===== src/rtl/sqrt_fsm.sv =====
// Multi-cycle IEEE-754 single-precision square root, one restoring root bit per clock.
// Define SQRT_ROUND_NEAREST_EN to compute a guard bit and round to nearest instead of truncating.
module sqrt_fsm #(
    parameter logic [31:0] QNAN = 32'h7FC00000
) (
    input  logic        clk,
    input  logic        rst,
    input  logic [31:0] x,
    input  logic        r_i,
    output logic [31:0] res,
    output logic        err,
    output logic        r_o
);

`ifdef SQRT_ROUND_NEAREST_EN
    localparam int unsigned ITERS = 25;
`else
    localparam int unsigned ITERS = 24;
`endif
    localparam int unsigned RAD_W = 2 * ITERS;
    localparam int unsigned REM_W = 28;
    localparam int unsigned TRL_W = REM_W + 1;
    localparam int unsigned CNT_W = 5;

    typedef enum logic [1:0] {IDLE, LOAD, ITER, PACK} state_t;

    state_t             state, state_next;
    logic [31:0]        xr, xr_next;
    logic [RAD_W-1:0]   rad, rad_next;
    logic [ITERS-1:0]   q, q_next;
    logic [REM_W-1:0]   rem, rem_next;
    logic [CNT_W-1:0]   cnt, cnt_next;
    logic [7:0]         exp_r, exp_next;
    logic               spec, spec_next;
    logic [31:0]        spec_res, spec_res_next;
    logic               spec_err, spec_err_next;
    logic [31:0]        res_next;
    logic               err_next;
    logic               r_o_next;

    logic [7:0]         e;
    logic [22:0]        m;
    logic               s;
    logic [23:0]        sig;
    logic [REM_W-1:0]   sh;
    logic [TRL_W-1:0]   trial;
`ifdef SQRT_ROUND_NEAREST_EN
    logic [23:0]        rsum;
    logic [7:0]         exp_inc;
`endif

    assign e = xr[30:23];
    assign m = xr[22:0];
    assign s = xr[31];

    // State and datapath registers
    always_ff @(posedge clk) begin
        if (rst) begin
            state    <= IDLE;
            xr       <= '0;
            rad      <= '0;
            q        <= '0;
            rem      <= '0;
            cnt      <= '0;
            exp_r    <= '0;
            spec     <= 1'b0;
            spec_res <= '0;
            spec_err <= 1'b0;
            res      <= '0;
            err      <= 1'b0;
            r_o      <= 1'b0;
        end else begin
            state    <= state_next;
            xr       <= xr_next;
            rad      <= rad_next;
            q        <= q_next;
            rem      <= rem_next;
            cnt      <= cnt_next;
            exp_r    <= exp_next;
            spec     <= spec_next;
            spec_res <= spec_res_next;
            spec_err <= spec_err_next;
            res      <= res_next;
            err      <= err_next;
            r_o      <= r_o_next;
        end
    end

    // Next-state and datapath update
    always_comb begin
        state_next    = state;
        xr_next       = xr;
        rad_next      = rad;
        q_next        = q;
        rem_next      = rem;
        cnt_next      = cnt;
        exp_next      = exp_r;
        spec_next     = spec;
        spec_res_next = spec_res;
        spec_err_next = spec_err;
        res_next      = res;
        err_next      = err;
        r_o_next      = 1'b0;
        sig           = {1'b1, m};
        sh            = {rem[REM_W-3:0], rad[RAD_W-1 -: 2]};
        trial         = {1'b0, sh} - TRL_W'({q, 2'b01});
`ifdef SQRT_ROUND_NEAREST_EN
        rsum          = 24'(q[ITERS-2:1]) + 24'(q[0]);
        exp_inc       = 8'(exp_r + 8'd1);
`endif

        case (state)
            IDLE: begin
                if (r_i) begin
                    xr_next    = x;
                    state_next = LOAD;
                end
            end
            LOAD: begin
                spec_next     = 1'b1;
                spec_err_next = 1'b0;
                state_next    = PACK;
                if (e == 8'd0) begin
                    spec_res_next = {s, 31'b0};
                end else if (e == 8'hFF && m != 23'd0) begin
                    spec_res_next = QNAN;
                    spec_err_next = 1'b1;
                end else if (e == 8'hFF && !s) begin
                    spec_res_next = 32'h7F800000;
                end else if (s) begin
                    spec_res_next = QNAN;
                    spec_err_next = 1'b1;
                end else begin
                    // Odd exponent halves the radicand so the exponent halves exactly
                    spec_next  = 1'b0;
                    rad_next   = (RAD_W'({sig, 24'b0}) >> e[0]) << (RAD_W - 48);
                    exp_next   = 8'((9'(e) + 9'd126 + 9'(e[0])) >> 1);
                    q_next     = '0;
                    rem_next   = '0;
                    cnt_next   = '0;
                    state_next = ITER;
                end
            end
            ITER: begin
                if (!trial[REM_W]) begin
                    rem_next = trial[REM_W-1:0];
                    q_next   = {q[ITERS-2:0], 1'b1};
                end else begin
                    rem_next = sh;
                    q_next   = {q[ITERS-2:0], 1'b0};
                end
                rad_next = rad << 2;
                cnt_next = cnt + 1'b1;
                if (cnt == CNT_W'(ITERS - 1)) begin
                    state_next = PACK;
                end
            end
            PACK: begin
                r_o_next   = 1'b1;
                state_next = IDLE;
                if (spec) begin
                    res_next = spec_res;
                    err_next = spec_err;
                end else begin
                    err_next = 1'b0;
`ifdef SQRT_ROUND_NEAREST_EN
                    // Leading root bit is always set, so carry out of bit 22 is carry out of bit 23
                    if (rsum[23] && q[ITERS-1]) begin
                        res_next = {1'b0, exp_inc, 23'b0};
                    end else begin
                        res_next = {1'b0, exp_r, rsum[22:0]};
                    end
`else
                    res_next = {1'b0, exp_r, q[22:0]};
`endif
                end
            end
            default: state_next = IDLE;
        endcase
    end

endmodule

===== config.mk =====
export PLATFORM = sky130hd
export DESIGN_NAME = sqrt_fsm
export DESIGN_NICKNAME = d
export VERILOG_FILES = /design/src/rtl/sqrt_fsm.sv
export SDC_FILE = /design/constraint.sdc
export NUM_CORES = 1
export LEC_CHECK = 0
export BUFFER_PORTS_ARGS = -buffer_cell sky130_fd_sc_hd__buf_2
export CAP_MARGIN = 25
export CELL_PAD_IN_SITES_DETAIL_PLACEMENT = 1
export CELL_PAD_IN_SITES_GLOBAL_PLACEMENT = 2
export CORE_AREA = 2 2 148 150
export DETAILED_ROUTE_END_ITERATION = 6
export DIE_AREA = 0 0 150 152
export MAX_ROUTING_LAYER = met4
export PLACE_DENSITY = 0.95
export SETUP_SLACK_MARGIN = 0.2
export SLEW_MARGIN = 20
export SYNTH_ARGS = -nofsm -noshare
export SYNTH_HDL_FRONTEND = slang
export SYNTH_SLANG_ARGS = --single-unit
export TNS_END_PERCENT = 1

===== constraint.sdc =====
create_clock -name clk -period 9.15 [get_ports clk]
set_input_delay 0.4575 -clock clk [delete_from_list [all_inputs] [get_ports clk]]
set_output_delay 0.4575 -clock clk [all_outputs]
set_load 0.05 [all_outputs]

==> results.yml, run 1 <==
place:
  placed_cells: 1304
  port_buffers: 68
  final_weighted_congestion_in_routability_driven_placement: 0.843
  dp.final_hpwl_mm: 15.0
  dpl_worst_slack_ns: 5.95
yosys:
  number_of_flip_flops_and_latches_in_the_synthesized_netlist: 161
  postSynthCellCount: 1011
  synth_top_family_by_area: "compound AO/OA/AOI/OAI gates"
  synth-main-ff-cell: "sky130_fd_sc_hd__dfxtp_1"
  seq_area_frac_synth_pct: 39.5
  synth-edff-count: 0
  netlist_area_um2: 8150
  nets_in_the_synthesized_netlist: 1080
  synth_async_sr_flop_share_pct: 0
  synthXorXnorAreaFrac_pct: 2.58
  synthesis.area_per_instance_um2: 8.06
  yosysWarningCount: 0
  netlist-cell-type-count: 66
  yosys.area_share.simple_pct: 21.0
  synthAdderAreaFrac_pct: 5.22
  synth_compound_area_share_pct: 23.3
  yosys-mux-area-fraction_pct: 2.96
power:
  vdd_drop_max_mv: 0.378
  total_leakage_power_nw: 3.49
  finalPower_mw: 3.90
  power.switching_fraction_pct: 47.3
  power.density_nw_per_um2: 421
  p_clk_share_pct: 18.1
  power.net_switching_mw: 1.85
  comb_power_share_pct: 59.0
  sequentialPowerShare_pct: 22.9
  internal-power_mw: 2.06
clocking:
  clock_sinks: 161
  tritoncts: "yes"
  worst_skew_pair.late_latency_ns: 0.43
  ctsLongestPathBuffers: 2
  clk_pin_slew_ns: 0.06
  cts.root.buffer_cell: "sky130_fd_sc_hd__clkbuf_16"
  cts_inserted_buffers: 17
  cts_hold_buffers: 0
  cts.repair.resized: 0
  h-tree-depth: 4
  postcts_setup_bufs: 0
sta:
  rsz0062_at_grt: "no"
  actual_transition_at_the_worst_max_transition_pin_ns: 0.801
  fin_worst_skew_ns: 0.0134
  layout_setup_ws_ns: 5.88
  max_clock_freq_ghz: 0.306
  maxSlewViolCount: 0
  setup_viol: 0
  timing.final.crit_period_ns: 3.27
  setup-tns-final_ns: 0
  worst_slew_margin_rel_pct: 46.6
  min_period_over_period_pct: 35.8
  hold_viol: 0
detailed_routing:
  routedWlPerCell_um: 16.5
  first_pass_iters: 5
  num_vias: 7232
  totalWireLength_mm: 22.1
  drt-vias-per-instance: 5.41
  drt_drc_violations_left: 0
  detailedRoute.firstIterationViolations: 293
  ant_nets: 0
hold_path:
  timing.hold.worst.class: "primary input to flop"
  worst_hold_startpoint: "x[11]"
layout:
  num_antenna_cells: 0
  final_layout_size_suffix_gt1_share_pct: 12.5
  design.final.nets: 1114
  final_cells: 1337
  final_core_utilization_pct: 43.4
  layout.cells.most_common: "sky130_fd_sc_hd__nand2_1"
  area_growth_pct: 13.6
  num-fill-cells: 2654
  leading_cell_types_in_the_layout_fill_and_taps_excluded: "sky130_fd_sc_hd__nand2_1, sky130_fd_sc_hd__dfxtp_1, sky130_fd_sc_hd__a21oi_1"
critical_path:
  worst-path-max-fanout: 21
  worst_ep_required_time_ns: 9.46
  worst_r2r_startpoint: "q[4]"
  critPathArrivalTime_ns: 3.58
  worstSetupPathType: "flop to flop"
  timing.critical_path.from: "q[4]"
  setup_crit_start_kind: "flop"
  critPathCaptureType: "flop"
global_routing:
  initial_antenna_violation_count: 0
  first_global_vias: 7516
  wire_length_of_the_first_global_routing_pass_mm: 37.3
  grt_util_all_layers_pct: 20.5
  gr-total-overflow: 0
  grt_start_max_net_pins: 78
floorplanning:
  effective_utilization_at_floorplan_pct: 38.2
  die-area_um2: 22800
  fp.dieW_um: 150
  fp-row-count: 54
  floorplan.core_area_um2: 21400
  dieHeight_um: 152
  top_level_pins: 69
status:
  status: "finished, final reports clean"
flow_run:
  cap_viol_max_count: 0
cells by family after synthesis:
group	Yosys count
buffers and inverters	107
muxes	24
adders and majority gates	34
AOI/OAI and AO/OA	284
and+or+nand+nor	377
DFF	161
xor gates and xnor gates	24
Yosys cell counts, types with 3 or more instances:
cell	n	area [um2]
sky130_fd_sc_hd__nand2_1	176	661
sky130_fd_sc_hd__dfxtp_1	161	3220
sky130_fd_sc_hd__a21oi_1	110	551
sky130_fd_sc_hd__nor2_1	83	312
sky130_fd_sc_hd__clkbuf_1	44	165
sky130_fd_sc_hd__inv_1	39	146
sky130_fd_sc_hd__o21ai_0	38	190
sky130_fd_sc_hd__ha_1	34	425
sky130_fd_sc_hd__nor2b_1	29	181
sky130_fd_sc_hd__a22oi_1	25	188
sky130_fd_sc_hd__mux2i_1	23	230
sky130_fd_sc_hd__o211ai_1	21	158
sky130_fd_sc_hd__nor3_1	20	100
sky130_fd_sc_hd__a211oi_1	18	135
sky130_fd_sc_hd__xnor2_1	16	140
sky130_fd_sc_hd__nand3_1	15	75.1
sky130_fd_sc_hd__buf_1	12	45.0
sky130_fd_sc_hd__a221o_1	8	80.1
sky130_fd_sc_hd__nor4_1	8	50.1
sky130_fd_sc_hd__or3_1	8	50.1
sky130_fd_sc_hd__xor2_1	8	70.1
sky130_fd_sc_hd__a21o_1	7	52.6
sky130_fd_sc_hd__a31oi_1	7	43.8
sky130_fd_sc_hd__a32o_1	7	70.1
sky130_fd_sc_hd__and3_1	7	43.8
sky130_fd_sc_hd__buf_2	7	35.0
sky130_fd_sc_hd__nand2b_1	7	43.8
sky130_fd_sc_hd__nand4_1	7	43.8
sky130_fd_sc_hd__a2111oi_0	4	35.0
sky130_fd_sc_hd__and2_1	4	25.0
sky130_fd_sc_hd__buf_6	4	45.0
sky130_fd_sc_hd__o21bai_1	4	30.0
sky130_fd_sc_hd__a221oi_1	3	26.3
sky130_fd_sc_hd__a311oi_1	3	26.3
sky130_fd_sc_hd__o21ai_1	3	15.0
sky130_fd_sc_hd__o31ai_1	3	22.5
cell type report:
type / count / area [um2] / share of cell area [%]
Multi-Input combinational cell: 743 / 4500 / 48.6
Inverter: 40 / 150 / 1.62
Clock inverter: 11 / 130 / 1.41
Sequential cell: 161 / 3220 / 34.8
Clock buffer: 20 / 447 / 4.82
Timing Repair Buffer: 82 / 463 / 5.00
Tap cell: 280 / 350 / 3.78
power groups by stage:
stage / registers, mW / logic, mW / clock network (mW)
after floorplan: 0.902 / 1.83 / 0
after global placement: 0.903 / 2.21 / 0
after detailed placement: 0.908 / 2.27 / 0
after CTS: 0.894 / 2.30 / 0.723
after global routing: 0.908 / 2.54 / 0.752
final: 0.894 / 2.30 / 0.707
state kept, by name (all words and copies together) (netlist names):
register  flops
cnt           5
err           1
exp_r         8
q            24
r_o           1
rad          25
rem          26
res          32
spec          1
spec_err      1
spec_res      3
state         2
xr           32
path summary, 6_finish.rpt:
kind,to,slack (ns),cells past startpoint
setup / recovery,rem[1],5.88,11
hold / removal,xr[11],0.26,3
setup reg to reg,rem[1],5.88,11
hold reg to reg,rad[28],0.45,2
worst max-delay path, stage by stage, from the launching register on:
cell and delay, ns:
sky130_fd_sc_hd__dfxtp_1 0.38, sky130_fd_sc_hd__inv_1 0.07, sky130_fd_sc_hd__ha_1 0.35, sky130_fd_sc_hd__a21oi_1 0.14, sky130_fd_sc_hd__a21boi_2 0.29, sky130_fd_sc_hd__o32ai_4 0.19
sky130_fd_sc_hd__o311ai_4 0.37, sky130_fd_sc_hd__nand4_4 0.17, sky130_fd_sc_hd__a21oi_2 0.45, sky130_fd_sc_hd__buf_4 0.35, sky130_fd_sc_hd__o21ai_0 0.12, sky130_fd_sc_hd__a32o_1 0.27
layer usage:
| metal | up-vias | track usage, % | part of all wire [%] |
|---|---|---|---|
| met4 | 0 | 5.35 | 1.2 |
| li1 | 3632 | - | - |
| met3 | 15 | 3.18 | 2.2 |
| met5 | - | - | 0 |
| met2 | 71 | 35.8 | 52 |
| met1 | 3514 | 24.6 | 45 |
metrics by stage:
| stage | hold slack, ns | cell area, um2 |
|---|---|---|
| 2_1_floorplan | 0.431 | 8150 |
| 3_3_place_gp | 0.439 | 8640 |
| 3_5_place_dp | 0.447 | 8660 |
| 4_1_cts | 0.255 | 9240 |
| 5_1_grt | 0.265 | 9260 |
| 6_report | 0.264 | 9260 |
No activity file was read; power rests on OpenSTA's default activity.
==> run 2, diff against run 1 <==
Settings changed: CORE_AREA 2 2 148 150 to 2 2 154 156, DIE_AREA 0 0 150 152 to 0 0 156 158, PLACE_DENSITY 0.95 to 0.9.
Clock period 9.15 ns to 3.4 ns, I/O delays scaled along.
==> results.yml, run 2 (synthesis gave the netlist of run 1 again) <==
status:
  status: "finished, final reports clean"
layout:
  num_antenna_cells: 0
  area_growth_pct: 18.4
  leading_cell_types_in_the_layout_fill_and_taps_excluded: "sky130_fd_sc_hd__nand2_1, sky130_fd_sc_hd__dfxtp_1, sky130_fd_sc_hd__a21oi_1"
  final-seq-area_um2: 3220
  layout.cells.most_common: "sky130_fd_sc_hd__nand2_1"
  final_layout_size_suffix_gt1_share_pct: 12.3
  design.final.nets: 1148
  multi_input_comb_area_um2: 4500
  largestRegisters: "res: 32 flops, xr: 32 flops, rem: 26 flops"
  design_area_um2: 9650
  num-fill-cells: 2770
hold_path:
  timing.hold.worst.class: "primary input to flop"
clocking:
  clock_sinks: 161
  cts.repair.resized: 0
  cts_inserted_buffers: 17
  clk_pin_slew_ns: 0.06
  cts.root.buffer_cell: "sky130_fd_sc_hd__clkbuf_16"
  worst_skew_pair.late_latency_ns: 0.42
  ctsLongestPathBuffers: 2
  h-tree-depth: 4
  tritoncts: "yes"
floorplanning:
  floorplan.core_area_um2: 23100
  effective_utilization_at_floorplan_pct: 35.4
  fp.dieW_um: 156
  top_level_pins: 69
  die-area_um2: 24600
  dieHeight_um: 158
  fp-row-count: 56
critical_path:
  worstSetupPathType: "flop to flop"
  timing.critical_path.slowest_stage_cell: "sky130_fd_sc_hd__o32ai_4"
  worst-path-max-fanout: 20
  critPathArrivalTime_ns: 3.28
  worst_ep_required_time_ns: 3.71
  cp_cell_sequence: "inv_1 -> ha_1 -> nor2b_4 -> o31a_1 -> o32ai_4 -> o311ai_4 -> nand4_4 -> a21oi_2 -> buf_4 -> or3_1 -> a32o_1"
  critPathCaptureType: "flop"
  setup_crit_start_kind: "flop"
  critical-path-max-stage-delay_ns: 0.44
place:
  postPlaceCellArea_um2: 8740
  port_buffers: 68
  final_weighted_congestion_in_routability_driven_placement: 0.841
  dp.final_hpwl_mm: 15.1
sta:
  setup-tns-final_ns: 0
  maxSlewViolCount: 0
  min_period_over_period_pct: 87.2
  fin_worst_skew_ns: 0.0116
  hold_viol: 0
  rsz0062_at_grt: "no"
  worst_slew_margin_rel_pct: 37.2
  timing.final.crit_period_ns: 2.97
  max_clock_freq_ghz: 0.337
  setup_viol: 0
  actual_transition_at_the_worst_max_transition_pin_ns: 0.941
flow_run:
  cap_viol_max_count: 0
detailed_routing:
  first_pass_iters: 4
  totalWireLength_mm: 22.5
  drt_drc_violations_left: 0
  detailedRoute.firstIterationViolations: 341
  drt-vias-per-instance: 5.36
  num_vias: 7396
  ant_nets: 0
  routedWlPerCell_um: 16.3
power:
  total_leakage_power_nw: 3.68
  finalPower_mw: 10.7
  power.density_nw_per_um2: 1110
  vdd_drop_max_mv: 0.975
global_routing:
  first_global_vias: 7750
  grt_util_all_layers_pct: 19.9
  wire_length_of_the_first_global_routing_pass_mm: 38.5
  grt_start_max_net_pins: 88
  gr-total-overflow: 0
  initial_antenna_violation_count: 0
==> run 2: stage by stage <==
| stage | setup WS, ns | instances | hold WS, ns | utilization [%] |
|---|---|---|---|---|
| final | 0.434 | 1379 | 0.0134 | 41.9 |
| after CTS | 0.430 | 1379 | 0.00520 | 41.9 |
| after global routing | 0.275 | 1379 | 0.0239 | 41.9 |
| after detailed placement | 0.461 | 1320 | 0.419 | 37.9 |
| after floorplan | 0.471 | 1011 | 0.306 | - |
| after global placement | 0.521 | 1318 | 0.414 | 37.7 |
==> run 2: final timing paths <==
kind	depth (start not counted)	slack [ns]	end	from
max	11	0.43	rem[17]	q[0]
min	3	0.01	xr[22]	x[22]
max reg2reg	11	0.43	rem[17]	q[0]
min reg2reg	2	0.45	rad[39]	rad[39]
==> run 2: per-layer routing <==
layer	up-vias	part of all wire, %	GRT usage [%]
li1	3681	-	-
met1	3621	46	23.2
met2	70	51	35.3
met3	24	1.9	3.20
met4	0	1.4	5.99
met5	-	0	-
==> run 2: worst max-delay path: cells and delay by family, from the launching register on <==
kind                     cells  cell delay (ns)
adder cells (fa/ha/maj)      1             0.36
AND/OR/NAND/NOR              3             0.63
AO/OA/AOI/OAI                5             1.23
buffers and inverters        2             0.28
flip-flops                   1             0.37
==> run 2: final cells by class <==
cell class              instances  area share (%)
multi-input cells             743            46.6
flip-flops and latches        161            33.4
repair buffers                116            8.35
clock buffers                  20            4.73
well taps                     290            3.76
clock inverters                 9            1.62
inverters                      40            1.56
==> run 2: report_power, final <==
group | internal (mW) | switching [mW]
clock | 1.26 | 0.776
sequential | 2.16 | 0.247
combinational | 2.38 | 3.85
total | 5.80 | 4.87
==> run 2: timing repair <==
| action | in CTS | in global routing |
|---|---|---|
| hold endpoints to repair | 30 | 0 |
| endpoints found under the setup margin | 0 | 0 |
| hold buffers | 30 | 0 |
| buffers inserted | 0 | 0 |
